<file path="config.mk">
export PLATFORM = sky130hd
export DESIGN_NAME = alu_bist
export DESIGN_NICKNAME = d
export VERILOG_FILES = /design/src/rtl/alu_bist.sv
export SDC_FILE = /design/constraint.sdc
export NUM_CORES = 1
export LEC_CHECK = 0
export ABC_AREA = 1
export BUFFER_PORTS_ARGS = -buffer_cell sky130_fd_sc_hd__buf_2
export CORE_MARGIN = 10
export CORE_UTILIZATION = 53
export DETAILED_ROUTE_END_ITERATION = 10
export HOLD_SLACK_MARGIN = 0.15
export PLACE_DENSITY = 0.88
export SLEW_MARGIN = 10
export SYNTH_ARGS = -nofsm -noshare
export SYNTH_HDL_FRONTEND = slang
export SYNTH_SLANG_ARGS = --single-unit
</file>
<file path="constraint.sdc">
create_clock -name i_clk -period 4.42 [get_ports i_clk]
set_clock_uncertainty 0.2 [all_clocks]
set_input_delay 0.221 -clock i_clk [delete_from_list [all_inputs] [get_ports i_clk]]
set_output_delay 0.221 -clock i_clk [all_outputs]
set_load 0.01 [all_outputs]
</file>
<file path="src/rtl/alu_bist.sv">
// Built-in self test for the execute-stage ALU: LFSR-driven operands,
// a fixed walk through every opcode, and a MISR signature checked against a golden value.
module alu_bist #(
  parameter int unsigned NUM_VECTORS = 16,
  parameter logic [31:0] LFSR_SEED   = 32'hACE1_2468,
  parameter logic [31:0] GOLDEN_SIG  = 32'h0000_0000
) (
  input  logic        i_clk,
  input  logic        i_reset,
  input  logic        i_start,
  output logic [31:0] o_operand_a,
  output logic [31:0] o_operand_b,
  output logic [3:0]  o_alu_op,
  input  logic [31:0] i_alu_data,
  output logic        o_busy,
  output logic        o_done,
  output logic        o_pass,
  output logic [31:0] o_signature
);

  localparam int unsigned VW = (NUM_VECTORS > 1) ? $clog2(NUM_VECTORS) : 1;
  localparam logic [VW-1:0] VEC_LAST = VW'(NUM_VECTORS - 1);
  localparam logic [3:0] OP_LAST = 4'd10;
  localparam logic [31:0] LFSR_MASK = 32'h8020_0003;
  localparam logic [31:0] MISR_POLY = 32'h04C1_1DB7;
  localparam logic [31:0] MISR_INIT = 32'hFFFF_FFFF;

  typedef enum logic [2:0] {
    IDLE,
    SEED,
    APPLY,
    SAMPLE,
    DONE
  } state_t;

  state_t state_q, state_d;

  logic [31:0]   lfsr_q, lfsr_d;
  logic [31:0]   misr_q, misr_d;
  logic [3:0]    op_idx_q, op_idx_d;
  logic [VW-1:0] vec_q, vec_d;
  logic [31:0]   op_a_q, op_a_d;
  logic [31:0]   op_b_q, op_b_d;
  logic [3:0]    alu_op_q, alu_op_d;
  logic          busy_q, busy_d;
  logic          done_q, done_d;
  logic          pass_q, pass_d;

  logic [31:0]   lfsr_next;
  logic [31:0]   misr_shift;
  logic [31:0]   misr_next;

  // Opcode walk order; any index past the table maps to a harmless ADD.
  function automatic logic [3:0] op_lut(input logic [3:0] idx);
    logic [3:0] op;
    unique case (idx)
      4'd0:    op = 4'b0000;
      4'd1:    op = 4'b1000;
      4'd2:    op = 4'b0001;
      4'd3:    op = 4'b0010;
      4'd4:    op = 4'b0011;
      4'd5:    op = 4'b0100;
      4'd6:    op = 4'b0101;
      4'd7:    op = 4'b1101;
      4'd8:    op = 4'b0110;
      4'd9:    op = 4'b0111;
      4'd10:   op = 4'b1111;
      default: op = 4'b0000;
    endcase
    return op;
  endfunction

  always_comb begin
    lfsr_next = lfsr_q[0] ? ((lfsr_q >> 1) ^ LFSR_MASK)
                          : (lfsr_q >> 1);
    misr_shift = misr_q[31] ? ((misr_q << 1) ^ MISR_POLY)
                            : (misr_q << 1);
    misr_next = misr_shift ^ i_alu_data;
  end

  always_comb begin
    state_d  = state_q;
    lfsr_d   = lfsr_q;
    misr_d   = misr_q;
    op_idx_d = op_idx_q;
    vec_d    = vec_q;
    done_d   = done_q;
    pass_d   = pass_q;
    op_a_d   = 32'd0;
    op_b_d   = 32'd0;
    alu_op_d = 4'b0000;
    busy_d   = 1'b0;

    unique case (state_q)
      IDLE, DONE: begin
        if (i_start) begin
          state_d = SEED;
          done_d  = 1'b0;
          pass_d  = 1'b0;
        end
      end
      SEED: begin
        lfsr_d   = LFSR_SEED;
        misr_d   = MISR_INIT;
        op_idx_d = 4'd0;
        vec_d    = '0;
        state_d  = APPLY;
      end
      APPLY: begin
        state_d = SAMPLE;
      end
      SAMPLE: begin
        misr_d = misr_next;
        lfsr_d = lfsr_next;
        if (vec_q == VEC_LAST) begin
          vec_d = '0;
          if (op_idx_q == OP_LAST) begin
            state_d = DONE;
            done_d  = 1'b1;
            pass_d  = (misr_next == GOLDEN_SIG);
          end else begin
            op_idx_d = op_idx_q + 4'd1;
            state_d  = APPLY;
          end
        end else begin
          vec_d   = vec_q + VW'(1);
          state_d = APPLY;
        end
      end
      default: begin
        state_d = IDLE;
      end
    endcase

    // Outputs are registered from the next state so they line up with it.
    if (state_d == APPLY || state_d == SAMPLE) begin
      op_a_d   = lfsr_d;
      op_b_d   = {lfsr_d[15:0], lfsr_d[31:16]};
      alu_op_d = op_lut(op_idx_d);
    end
    busy_d = (state_d == SEED) || (state_d == APPLY) || (state_d == SAMPLE);
  end

  always_ff @(posedge i_clk or posedge i_reset) begin
    if (i_reset) begin
      state_q  <= IDLE;
      lfsr_q   <= LFSR_SEED;
      misr_q   <= MISR_INIT;
      op_idx_q <= 4'd0;
      vec_q    <= '0;
      op_a_q   <= 32'd0;
      op_b_q   <= 32'd0;
      alu_op_q <= 4'b0000;
      busy_q   <= 1'b0;
      done_q   <= 1'b0;
      pass_q   <= 1'b0;
    end else begin
      state_q  <= state_d;
      lfsr_q   <= lfsr_d;
      misr_q   <= misr_d;
      op_idx_q <= op_idx_d;
      vec_q    <= vec_d;
      op_a_q   <= op_a_d;
      op_b_q   <= op_b_d;
      alu_op_q <= alu_op_d;
      busy_q   <= busy_d;
      done_q   <= done_d;
      pass_q   <= pass_d;
    end
  end

  assign o_operand_a = op_a_q;
  assign o_operand_b = op_b_q;
  assign o_alu_op    = alu_op_q;
  assign o_busy      = busy_q;
  assign o_done      = done_q;
  assign o_pass      = pass_q;
  assign o_signature = misr_q;

endmodule

</file>
== After elaboration in Yosys (flattened, before gate mapping) ==
Memories as Yosys holds them, arrays and structs flattened.
Cells that the tools add are included.
Cells by class
  add/sub/neg operators: 2
  eq/ne operators: 12
  multiplexer cells: 23
  bitwise logic cells: 3
  reduce and logical (&&, ||, !) cells: 9
Operators by type and width (count)
  32-bit case mux with 2 select lines: 2
  32-bit 2-to-1 mux: 3
  32-bit logical NOT: 1
  32-bit XOR: 1
  27-bit 2-to-1 mux: 1
  4-bit 2-to-1 mux: 4
  4-bit case mux with 2 select lines: 2
  14-bit inverter: 1
  3-bit by 2-bit equality test with 1-bit output, second input constant: 4
  3-bit case mux with 4 select lines: 1
  3-bit 2-to-1 mux: 3
  4-bit by 1-bit adder with 4-bit output, second input constant: 2
  4-bit equality test, second input constant: 2
  3-bit by 1-bit equality test with 1-bit output, second input constant: 2
  2-bit inequality test, second input constant: 3
  1-bit 2-to-1 mux: 5
  3-bit inverter with 4-bit output: 1
  1-bit case mux with 2 select lines: 2
  4-bit AND reduction: 1
  2-bit nonzero test: 2
  3-bit equality test, second input constant: 1
  3-bit logical NOT: 1
  1-bit logical OR: 3
  2-bit OR reduction: 1
Word-level totals
  register bits: 146
  memory bits (read-only): 64
  bits of input ports: 35
  output and inout port bits: 103
  logic and storage cells: 61
  memories: 1
Memories
  (no name shown): depth 16, width 4, rd ports 1, clocked after Yosys merged registers in 0, write ports 0, RTL line 56  | unique case (idx)

== Depth between registers and ports, before layout ==
  depth after elaboration: 7
  mapped depth: 13
  mapped depth without buffers: 13

== Worst setup path before layout ==
Ideal clock, no wire load.
  kind: register to register
  from: register state_q[2]
  to: register alu_op_q[0] (netlist: o_alu_op[0])
  library setup time: 0.071 ns
  data arrival time: 2.039 ns
  required time: 4.149 ns
  setup slack: 2.109 ns
  cell stages (with the launch flop): 13
  buffers on the path: 1
  clock period less this slack: 2.311 ns
  cells stage by stage: dfrtp_1 > nor2_4 > nand2_2 > buf_2 > nor2_1 > nor2_1 > o22ai_1 > inv_1 > ha_1 > nand3b_1 > nand2_1 > nand2_1 > nor2_1
Between the ends
  elaborated cells between the ends (all ways): 14
  those cells by class: eq/ne: 6; mux: 4; reduce/logical: 3; memory: 1
RTL lines
  start, declared: RTL line 36  | state_t state_q, state_d;
  start signal, assigned: RTL line 158  | state_q <= state_d;
  3-bit by 2-bit equality test with 1-bit output / 3-bit by 1-bit equality test with 1-bit output (equally long branches): RTL line 94  | unique case (state_q)
  4-bit case mux with 2 select lines (*): RTL line 94
  net op_idx_d[1]: RTL line 40  | logic [3:0] op_idx_q, op_idx_d;
  memory 16 x 4 bit (*)
  4-bit 2-to-1 mux (*): RTL line 136  | if (state_d == APPLY || state_d == SAMPLE) begin
  net alu_op_d[0]: RTL line 44  | logic [3:0] alu_op_q, alu_op_d;
  end signal, assigned: RTL line 165  | alu_op_q <= alu_op_d;
  end, declared: RTL line 44
The timed path passes the listed nets; every way through them passes the cells marked *.
A chain may end at the register's enable or synchronous reset.

== Final worst setup path ==
Ends and elaborated chain as after synthesis.

==> metrics.txt <==
# TYPE chip_impl_metric gauge
chip_impl_metric{name="tightest_slew",unit="ps"} 943
chip_impl_metric{name="postCtsSetupBuffers",unit=""} 0
chip_impl_metric{name="setup_failing_eps_final",unit=""} 0
chip_impl_metric{name="globalRoute.totalOverflow",unit=""} 0
chip_impl_metric{name="cts.htree.levels",unit=""} 4
chip_impl_metric{name="p_leak",unit="nW"} 3.77
chip_impl_metric{name="violation_count_after_the_first_detailed_route_iteration",unit=""} 469
chip_impl_info{name="setup.worst_path.class",value="flip-flop to flip-flop"} 1
chip_impl_metric{name="place_congestion",unit=""} 0.853
chip_impl_metric{name="worst_ep_arrival_time",unit="ps"} 3870
chip_impl_metric{name="flip_flop_and_latch_area",unit="um^2"} 2910
chip_impl_info{name="timing.critical_path.from_type",value="flip-flop"} 1
chip_impl_metric{name="final_cells",unit=""} 922
chip_impl_metric{name="synth.cell_area",unit="um^2"} 5520
chip_impl_info{name="ys_dominant_reg_cell",value="sky130_fd_sc_hd__dfrtp_1"} 1
chip_impl_metric{name="post_synth_num_cell_types",unit=""} 33
chip_impl_metric{name="grt.total_usage",unit=""} 0.206
chip_impl_metric{name="muxShareOfSynthArea",unit=""} 0
chip_impl_metric{name="mappedNetlistNets",unit=""} 678
chip_impl_metric{name="multi_input_area",unit="um^2"} 1810
chip_impl_metric{name="cap_viol_max_count",unit=""} 0
chip_impl_info{name="crit_path_end_kind",value="flip-flop"} 1
chip_impl_metric{name="clk_transition_reported_paths",unit="ps"} 60
chip_impl_metric{name="worstPathRequired",unit="ps"} 4640
chip_impl_metric{name="routed_via_density",unit=""} 5.25
chip_impl_metric{name="timing.final.ws_setup",unit="ps"} 769
chip_impl_metric{name="post-place-ws",unit="ps"} 1010
chip_impl_metric{name="router_iterations_before_antenna_repair",unit=""} 6
chip_impl_metric{name="placed_cell_area",unit="um^2"} 6050
chip_impl_metric{name="synthesis.yosys.warnings",unit=""} 0
chip_impl_metric{name="grt_antenna_before_repair",unit=""} 0
chip_impl_metric{name="number_of_core_rows",unit=""} 37
chip_impl_info{name="cts_tree",value="built"} 1
chip_impl_metric{name="wl_final",unit="um"} 15500
chip_impl_metric{name="synth-simple-area-share",unit=""} 0.172
chip_impl_info{name="min_path_type",value="primary input to asynchronous set/reset pin"} 1
chip_impl_metric{name="power-per-cell-area",unit="nW/um^2"} 762
chip_impl_metric{name="post-dp-hpwl",unit="um"} 9470
chip_impl_metric{name="grt_pass1_vias",unit=""} 4789
chip_impl_metric{name="clock.fmax",unit="MHz"} 274
chip_impl_metric{name="cp_max_fo",unit=""} 39
chip_impl_info{name="synth_top_family_by_area",value="simple AND/OR/NAND/NOR gates"} 1
chip_impl_metric{name="syn_avg_cell_area",unit="um^2"} 8.71
chip_impl_metric{name="tritoncts.num_buffers",unit=""} 17
chip_impl_metric{name="insertion_delay",unit="ps"} 530
chip_impl_metric{name="synth_adder_area_share",unit=""} 0.0227
chip_impl_metric{name="finalCritPeriodShare",unit=""} 0.826
chip_impl_metric{name="chipHeight",unit="um"} 122
chip_impl_metric{name="netlist_instances",unit=""} 633
chip_impl_metric{name="core",unit="um^2"} 10200
chip_impl_info{name="setup_repair_after_global_routing_missed_its_margin",value="false"} 1
chip_impl_metric{name="initial_standard_cell_utilization_of_the_core",unit=""} 0.539
chip_impl_metric{name="finalWorstPathRequiredPeriod",unit="ps"} 3650
chip_impl_metric{name="worst_ir_drop_vdd",unit="mV"} 0.349
chip_impl_metric{name="dpl.cell_count",unit=""} 856
chip_impl_info{name="synth_largest_area_cell",value="sky130_fd_sc_hd__dfrtp_1"} 1
chip_impl_metric{name="antenna_cells",unit=""} 0
chip_impl_metric{name="final_std_cell_area_no_fill",unit="um^2"} 6970
chip_impl_metric{name="detail-route-antenna-nets",unit=""} 0
chip_impl_metric{name="grt_pass1_wl",unit="um"} 24400
chip_impl_metric{name="wirelength_per_cell",unit="um"} 16.8
chip_impl_metric{name="finalMaxSlewViolations",unit=""} 0
chip_impl_metric{name="totalNegativeSetupSlack",unit="ps"} 0
chip_impl_info{name="outcome",value="finished clean"} 1
chip_impl_metric{name="slew-limit-headroom",unit=""} 0.372
chip_impl_metric{name="synth_async_sr_flop_share",unit=""} 1.00
chip_impl_metric{name="total_power",unit="W"} 0.00531
chip_impl_metric{name="cts_num_sinks",unit=""} 114
chip_impl_metric{name="fillCellCount",unit=""} 717
chip_impl_metric{name="post_route_cells_drive_above_1_share",unit=""} 0.293
chip_impl_metric{name="clock_tree.buffer_depth",unit=""} 2
chip_impl_metric{name="synth_largest_type_area_fraction",unit=""} 0.313
chip_impl_metric{name="die_w",unit="um"} 122
chip_impl_info{name="post_synth_main_area_contributors",value="sky130_fd_sc_hd__dfrtp_1 31%, sky130_fd_sc_hd__dfstp_2 21%, sky130_fd_sc_hd__nand2_1 9.2%"} 1
chip_impl_metric{name="synth_enable_flop_cells",unit=""} 0
chip_impl_metric{name="io_buffers",unit=""} 137
chip_impl_metric{name="syn_to_final_growth",unit="%"} 26.4
chip_impl_metric{name="drc",unit=""} 0
chip_impl_metric{name="yosysSeqAreaShare",unit=""} 0.527
chip_impl_metric{name="design.portCount",unit=""} 138
chip_impl_metric{name="ys_ff_latch",unit=""} 114
chip_impl_metric{name="vias",unit=""} 4842
chip_impl_info{name="clk_root_buffer_cell",value="sky130_fd_sc_hd__clkbuf_8"} 1
chip_impl_metric{name="synth_compound_area_frac",unit=""} 0.109
chip_impl_metric{name="layout_nets",unit=""} 818
chip_impl_metric{name="final-hold-violation-count",unit=""} 0
chip_impl_metric{name="die_area",unit="um^2"} 14900
chip_impl_metric{name="maximum_number_of_pins_on_one_net_before_global_route_repair",unit=""} 79
chip_impl_metric{name="post_synth_xor_area_fraction",unit=""} 0.0238
## layer usage
| metal | GRT usage | part of all wire | vias to the layer above |
|---|---|---|---|
| met3 | 0.0675 | 0.086 | 71 |
| met4 | 0.115 | 0.047 | 0 |
| li1 | - | - | 2225 |
| met5 | 0 | 0 | - |
| met1 | 0.229 | 0.37 | 2276 |
| met2 | 0.343 | 0.50 | 270 |
## through the flow
| stage | hold WS (ps) | util |
|---|---|---|
| 3_5_place_dp | 287 | 0.591 |
| 4_1_cts | 296 | 0.681 |
| 2_1_floorplan | 163 | - |
| 5_1_grt | 341 | 0.681 |
| 3_3_place_gp | 282 | 0.591 |
| 6_report | 274 | 0.681 |
## area by class of cell
type	instances	area share
sequential	114	0.417
timing repair buffer	174	0.150
multi-input combinational	346	0.259
clock inverter	15	0.0242
inverter	120	0.0650
tap	136	0.0244
clock buffer	17	0.0594
## flip-flops by register name, summed over array words and instances, names as in the netlist
register	count
o_signature	32
state_q	3
o_done	1
op_idx_q	4
vec_q	4
o_operand_b	31
o_operand_a	1
o_pass	1
lfsr_q	32
o_busy	1
o_alu_op	4
## power breakdown
group          internal, W  switching [W]  total (W)
sequential         0.00157       0.000253    0.00182
clock             0.000817       0.000541    0.00136
combinational     0.000752        0.00137    0.00213
total              0.00314        0.00217    0.00531
## cells by family after synthesis
| logic type | count (synthesis) |
|---|---|
| compound gates | 90 |
| xor+xnor | 15 |
| fa+ha+maj | 10 |
| buf+inv | 173 |
| flops | 114 |
| simple gates | 231 |
## repair_timing
action | 4_1_cts | 5_1_grt
resized for setup | 0 | 0
hold buffers | 34 | 0
hold endpoints to repair | 76 | 0
## cells in the final DEF, fill, tap and decap left out, types with 2 or more instances in the layout
| cell | instances |
|---|---|
| sky130_fd_sc_hd__inv_2 | 5 |
| sky130_fd_sc_hd__dfrtp_1 | 69 |
| sky130_fd_sc_hd__nand3_1 | 26 |
| sky130_fd_sc_hd__o21ai_0 | 9 |
| sky130_fd_sc_hd__o22ai_1 | 18 |
| sky130_fd_sc_hd__dfstp_2 | 45 |
| sky130_fd_sc_hd__nor2_4 | 2 |
| sky130_fd_sc_hd__o21ai_1 | 2 |
| sky130_fd_sc_hd__dlygate4sd3_1 | 34 |
| sky130_fd_sc_hd__nor2_1 | 58 |
| sky130_fd_sc_hd__buf_2 | 137 |
| sky130_fd_sc_hd__nand2_1 | 135 |
| sky130_fd_sc_hd__xnor2_1 | 4 |
| sky130_fd_sc_hd__clkbuf_16 | 16 |
| sky130_fd_sc_hd__ha_1 | 10 |
| sky130_fd_sc_hd__inv_1 | 114 |
| sky130_fd_sc_hd__xor2_1 | 11 |
| sky130_fd_sc_hd__a21oi_1 | 12 |
| sky130_fd_sc_hd__a21boi_1 | 2 |
| sky130_fd_sc_hd__o22a_1 | 5 |
| sky130_fd_sc_hd__bufinv_16 | 2 |
| sky130_fd_sc_hd__a22oi_1 | 26 |
| sky130_fd_sc_hd__o21a_1 | 14 |
| sky130_fd_sc_hd__buf_4 | 3 |
| sky130_fd_sc_hd__nand2_2 | 2 |
| sky130_fd_sc_hd__inv_6 | 8 |
| sky130_fd_sc_hd__nand3b_1 | 3 |
| sky130_fd_sc_hd__clkinv_4 | 3 |
## cells in the mapped netlist, drive strengths merged (5+ instances only)
master	count
o22ai	18
ha	10
o21ai	11
dfrtp	69
o21a	14
a21oi	12
nand3	27
nor2	61
dfstp	45
buf	49
inv	120
o22a	5
nand2	137
xor2	11
a22oi	26
## path summary, 6_finish.rpt
kind,start,end,slack [ps],depth (start not counted)
hold / removal,i_reset,lfsr_q[28]$_DFF_PP0_,270,3
hold reg to reg,o_signature[21]$_DFFE_PP1N_,o_signature[21]$_DFFE_PP1N_,310,2
max in group asynchronous,i_reset,o_signature[28]$_DFFE_PP1N_,2750,4
min in group i_clk,o_signature[21]$_DFFE_PP1N_,o_signature[21]$_DFFE_PP1N_,310,2
setup reg to reg,state_q[2]$_DFF_PP0_,o_alu_op[0]$_DFF_PP0_,770,12
setup / recovery,state_q[2]$_DFF_PP0_,o_alu_op[0]$_DFF_PP0_,770,12
## critical path, stage by stage, from the launching register on
cell	delay, ps
sky130_fd_sc_hd__dfrtp_1	420
sky130_fd_sc_hd__nor2_4	110
sky130_fd_sc_hd__buf_4	410
sky130_fd_sc_hd__nand2_2	530
sky130_fd_sc_hd__nor2_1	430
sky130_fd_sc_hd__nand2_1	130
sky130_fd_sc_hd__o21ai_0	600
sky130_fd_sc_hd__inv_1	190
sky130_fd_sc_hd__ha_1	230
sky130_fd_sc_hd__nand3_1	100
sky130_fd_sc_hd__nand2_1	60
sky130_fd_sc_hd__nor2_1	90
sky130_fd_sc_hd__nor2_1	50
Note: power is estimated with default switching activity, not from simulation.
